**src/rtl/trojan_payload_leak_pkg.sv**
```systemverilog
`default_nettype none
// ============================================================================
// Module      : trojan_payload_leak_pkg
// Description : Shared FSM encodings, default preamble and sizing helper for
//               the trojan trigger and payload stages.
// Revision    : 1.0 - initial release
// ============================================================================
package trojan_payload_leak_pkg;

  typedef enum logic [1:0] {
    ST_IDLE = 2'd0,
    ST_PRE  = 2'd1,
    ST_DATA = 2'd2,
    ST_DONE = 2'd3
  } state_e;

  localparam logic [7:0] PREAMBLE_DEF = 8'hA5;
  localparam int         PRE_BITS     = 8;

  // Bits needed to count 0..n-1; never less than one bit.
  function automatic int cnt_width(input int n);
    return (n > 1) ? $clog2(n) : 1;
  endfunction

endpackage : trojan_payload_leak_pkg
`default_nettype wire

```
**src/rtl/trojan_payload_leak.sv**
```systemverilog
`default_nettype none
// ============================================================================
// Module      : trojan_payload_leak
// Description : On a trigger rising edge, serializes a preamble followed by a
//               captured key MSB first, each bit held BIT_CYCLES clocks.
// Revision    : 1.0 - initial release
// ============================================================================
module trojan_payload_leak
  import trojan_payload_leak_pkg::*;
#(
  parameter int         KEY_W      = 64,
  parameter int         BIT_CYCLES = 4,
  parameter logic [7:0] PREAMBLE   = PREAMBLE_DEF
) (
  input  wire logic             clk,
  input  wire logic             rst,
  input  wire logic             Tj_Trig,
  input  wire logic [KEY_W-1:0] key,
  output logic                  leak_out,
  output logic                  leak_valid,
  output logic                  busy,
  output logic                  done
);

  // Index counter is shared by preamble and key phases, so it must reach both.
  localparam int IDX_W = cnt_width((KEY_W > PRE_BITS) ? KEY_W : PRE_BITS);
  localparam int PER_W = cnt_width(BIT_CYCLES);

  localparam logic [IDX_W-1:0] PRE_LAST = IDX_W'(PRE_BITS - 1);
  localparam logic [IDX_W-1:0] KEY_LAST = IDX_W'(KEY_W - 1);
  localparam logic [PER_W-1:0] PER_LAST = PER_W'(BIT_CYCLES - 1);
  localparam logic [IDX_W-1:0] IDX_ONE  = IDX_W'(1);
  localparam logic [PER_W-1:0] PER_ONE  = PER_W'(1);

  state_e           state_q;
  logic             trig_q;
  logic [KEY_W-1:0] shadow_q;
  logic [7:0]       pre_q;
  logic [IDX_W-1:0] bit_idx_q;
  logic [PER_W-1:0] period_q;
  logic             leak_out_q;
  logic             leak_valid_q;
  logic             busy_q;
  logic             done_q;

  logic w_trig_rise;
  logic w_period_end;

  assign w_trig_rise  = Tj_Trig & ~trig_q;
  assign w_period_end = (period_q == PER_LAST);

  always_ff @(posedge clk or posedge rst) begin
    if (rst) begin
      state_q      <= ST_IDLE;
      trig_q       <= 1'b1;
      shadow_q     <= '0;
      pre_q        <= '0;
      bit_idx_q    <= '0;
      period_q     <= '0;
      leak_out_q   <= 1'b0;
      leak_valid_q <= 1'b0;
      busy_q       <= 1'b0;
      done_q       <= 1'b0;
    end else begin
      trig_q <= Tj_Trig;

      case (state_q)
        ST_IDLE: begin
          if (w_trig_rise) begin
            state_q      <= ST_PRE;
            shadow_q     <= key;
            pre_q        <= PREAMBLE;
            bit_idx_q    <= '0;
            period_q     <= '0;
            leak_out_q   <= PREAMBLE[7];
            leak_valid_q <= 1'b1;
            busy_q       <= 1'b1;
          end
        end

        // pre_q is shifted so bit 7 always holds the bit now on the line.
        ST_PRE: begin
          if (w_period_end) begin
            period_q <= '0;
            if (bit_idx_q == PRE_LAST) begin
              state_q    <= ST_DATA;
              bit_idx_q  <= '0;
              leak_out_q <= shadow_q[KEY_W-1];
            end else begin
              bit_idx_q  <= bit_idx_q + IDX_ONE;
              pre_q      <= {pre_q[6:0], 1'b0};
              leak_out_q <= pre_q[6];
            end
          end else begin
            period_q <= period_q + PER_ONE;
          end
        end

        ST_DATA: begin
          if (w_period_end) begin
            period_q <= '0;
            if (bit_idx_q == KEY_LAST) begin
              state_q      <= ST_DONE;
              bit_idx_q    <= '0;
              leak_out_q   <= 1'b0;
              leak_valid_q <= 1'b0;
              done_q       <= 1'b1;
            end else begin
              bit_idx_q  <= bit_idx_q + IDX_ONE;
              shadow_q   <= {shadow_q[KEY_W-2:0], 1'b0};
              leak_out_q <= shadow_q[KEY_W-2];
            end
          end else begin
            period_q <= period_q + PER_ONE;
          end
        end

        // Trigger edges seen here are absorbed by trig_q and never queued.
        ST_DONE: begin
          state_q  <= ST_IDLE;
          done_q   <= 1'b0;
          busy_q   <= 1'b0;
          period_q <= '0;
        end

        default: begin
          state_q      <= ST_IDLE;
          leak_out_q   <= 1'b0;
          leak_valid_q <= 1'b0;
          busy_q       <= 1'b0;
          done_q       <= 1'b0;
        end
      endcase
    end
  end

  assign leak_out   = leak_out_q;
  assign leak_valid = leak_valid_q;
  assign busy       = busy_q;
  assign done       = done_q;

endmodule : trojan_payload_leak
`default_nettype wire

```
**config.mk**
```make
export PLATFORM = sky130hd
export DESIGN_NAME = trojan_payload_leak
export DESIGN_NICKNAME = d
export VERILOG_FILES = /design/src/rtl/trojan_payload_leak_pkg.sv /design/src/rtl/trojan_payload_leak.sv
export SDC_FILE = /design/constraint.sdc
export NUM_CORES = 1
export LEC_CHECK = 0
export BUFFER_PORTS_ARGS = -buffer_cell sky130_fd_sc_hd__buf_2
export CORE_ASPECT_RATIO = 0.8
export CORE_MARGIN = 1
export CORE_UTILIZATION = 43
export CTS_BUF_LIST = sky130_fd_sc_hd__clkbuf_4
export DETAILED_ROUTE_END_ITERATION = 12
export PLACE_DENSITY = 0.66
export SYNTH_ARGS = -nofsm -noshare
export SYNTH_HDL_FRONTEND = slang
export SYNTH_SLANG_ARGS = --single-unit
```
**constraint.sdc**
```tcl
create_clock -name clk -period 3 [get_ports clk]
set_input_delay 0.45 -clock clk [delete_from_list [all_inputs] [get_ports clk]]
set_output_delay 0.45 -clock clk [all_outputs]
set_load 0.01 [all_outputs]
```
==> results.cfg <==
[run_status]
outcome = finished clean

[synth]
synth-main-ff-cell = dfrtp_1
synth_cell_types = 40
synth_top_area_frac = 0.4832
syn_nets = 417
synth_edf_count = 0
synth_largest_area_cell = dfrtp_1
yosysSeqAreaShare = 0.4892
ys_warn_count = 0
syn_inst = 343
async_reset_ff_frac = 1.000
synthTopCellsByArea = dfrtp_1 48%, mux2_2 18%, mux2_1 15%
avgSynthCellArea_um2 = 12.83
synth_seq_cells = 86
syn_area_mm2 = 0.004402

[drt]
drt_first_iter_violations = 76
firstDrtPassIters = 4
wirelength_um = 7976
wl_per_cell_um = 14.50
routed-via-count = 2772
avgViaCountPerCell = 5.040
final_antenna_net_count = 0
drc = 0

[clock_network]
cts_max_level = 3
clock-sinks = 86
clk_pin_slew_worst_paths_ps = 120
cts_setup_buffers = 0
clock_latency_ps = 430
clock_path_buffers = 2
cts-root-buf = clkbuf_4
cts-buffers-inserted = 9
cts_tree = done

[worst_setup_path]
worstSetupPathType = flop to flop
reg2reg_slack_ps = 660
crit_path_end_kind = flop
r2r_start = state_q[0]
cp.required_ps = 3310
ff2ff_path_depth = 5
start_kind = flop
crit_start = state_q[0]
arrival_ps = 2650
r2r-end = shadow_q[52]
crit_path_max_fanout = 64

[sta]
slew_headroom = 0.4797
rsz0062_at_grt = no
finalSetupTns_ps = 0
setup_viol = 0
clock_skew_ps = 19.40
hold_viol = 0
slew_violations = 0
fin_crit_sh = 0.7784
clock.fmax_ghz = 0.4282
fin_crit_ps = 2335
setup_ws_ps = 664.9
worst_pin_slew_ps = 780.4

[layout]
synthToLayoutAreaGrowth_pct = 13.73
instances_no_fill = 550
multi_input_area_mm2 = 0.002079
drive_gt1_frac = 0.4034
layout_common_cells = 85 x dfrtp_1, 70 x mux2_2, 70 x buf_2
final_common_cell = dfrtp_1
n_antenna_cell = 0
nFillCells = 891
regArea_mm2 = 0.002153
final_nets = 483

[power]
swShare = 0.2265
power.switching_uw = 416.2
power_leakage_nw = 2.461
ir_drop_mv = 0.2613
combPwrFrac = 0.062
internal_power_mw = 1.421
powerDensity_mw_per_mm2 = 367.0
seq_power_share = 0.632
clkPwrFrac = 0.306

[floorplanning]
io_pins = 71
die_h_um = 92.50
start_util = 0.4487
rows = 32
dieArea_mm2 = 0.01065
core_mm2 = 0.009809
die_width_um = 115.1

[global_route]
grt_pass1_vias = 2802
grt_first_pass_wirelength_um = 13480
grt_remaining_overflow = 0
antenna_found_initial = 0
grt_util_all_layers = 0.1649
grt_max_degree = 65

[worst_hold_path]
hold_class = primary input to flop
hold_depth = 1
holdPathEnd = trig_q
hold_path.startpoint = Tj_Trig

[place]
io_buffers = 70
place.gp.congestion = 0.8021
pre_cts_ws_ps = 663.4
dp_cells = 533
dpl.hpwl_um = 5693

[job]
maxCapViolCount = 0
metrics by stage:
step / instance area (um2) / hold slack [ps] / power [mW] / util
4_1_cts: 5006 / 86.72 / 1.876 / 0.5103
5_1_grt: 5006 / 80.23 / 1.934 / 0.5103
2_1_floorplan: 4402 / 442.8 / 1.240 / -
3_3_place_gp: 4882 / 419.5 / 1.298 / 0.4977
3_5_place_dp: 4882 / 420.9 / 1.300 / 0.4977
6_report: 5006 / 127.2 / 1.837 / 0.5103
per-layer routing:
metal  routed length [um]  GRT usage  vias to the layer above
li1                     -          -                     1362
met1                 3847     0.2201                     1341
met2                 3665     0.2605                       60
met3                  352    0.04450                        9
met4                  110    0.05195                        0
met5                    0          0                        -
cells in the mapped netlist, types with 3 or more instances:
library cell / n
mux2i_1: 4
ha_1: 7
inv_1: 14
o2111ai_1: 5
o21a_1: 4
dfrtp_1: 85
buf_6: 6
clkbuf_1: 12
a21oi_1: 3
mux2_1: 59
o31ai_1: 3
o21ai_0: 9
mux2_2: 70
nand3_1: 8
nor2_1: 3
nand2_1: 20
nand2b_1: 3
registers in the layout, indices dropped and copies added, names as in the netlist:
| signal | count |
|---|---|
| shadow_q | 64 |
| pre_q | 7 |
| bit_idx_q | 6 |
| period_q | 2 |
| state_q | 2 |
| busy | 1 |
| done | 1 |
| leak_out | 1 |
| leak_valid | 1 |
| trig_q | 1 |
final cells by class:
cell class	instances	share of cell area
Clock buffer	12	0.01800
Inverter	14	0.01075
Timing Repair Buffer	76	0.08698
Tap cell	136	0.03399
Multi-Input combinational cell	222	0.4154
Sequential cell	86	0.4301
Clock inverter	4	0.004749
worst max-delay path by stage:
stage / cells past startpoint / to
floorplan: 1 / bit_idx_q[0]
global placement: 5 / shadow_q[5]
detailed placement: 5 / shadow_q[52]
CTS: 5 / shadow_q[52]
global route: 5 / shadow_q[52]
finish: 5 / shadow_q[52]
worst max-delay path, cell delays in order (launching register included):
cell and delay, ps:
dfrtp_1 430, inv_1 170, ha_4 230, buf_4 650, mux2_2 420, mux2_1 310
cell families (layout without fill, tap and decap cells):
logic type,Yosys count,count (layout),synth area share
multiplexers,133,133,0.3391
flip-flops,86,86,0.4892
AND/OR/NAND/NOR,43,43,0.04662
AO/OA/AOI/OAI,39,39,0.06367
buffers and inverters,35,106,0.04150
adder cells (fa/ha/maj),7,7,0.01990
power by group through the flow:
stage,clock network (mW),registers [mW],logic (mW)
after floorplan,0,1.18,0.0569
after global placement,0,1.18,0.115
after detailed placement,0,1.18,0.117
after CTS,0.596,1.16,0.119
after global routing,0.643,1.16,0.130
final,0.562,1.16,0.115
timing repair:
item | 4_1_cts | 5_1_grt
hold buffers | 1 | 0
setup endpoints to repair | 0 | 0
resized for setup | 0 | 0
endpoints found under the hold margin | 15 | 0
Note: power is estimated with default switching activity, not from simulation.
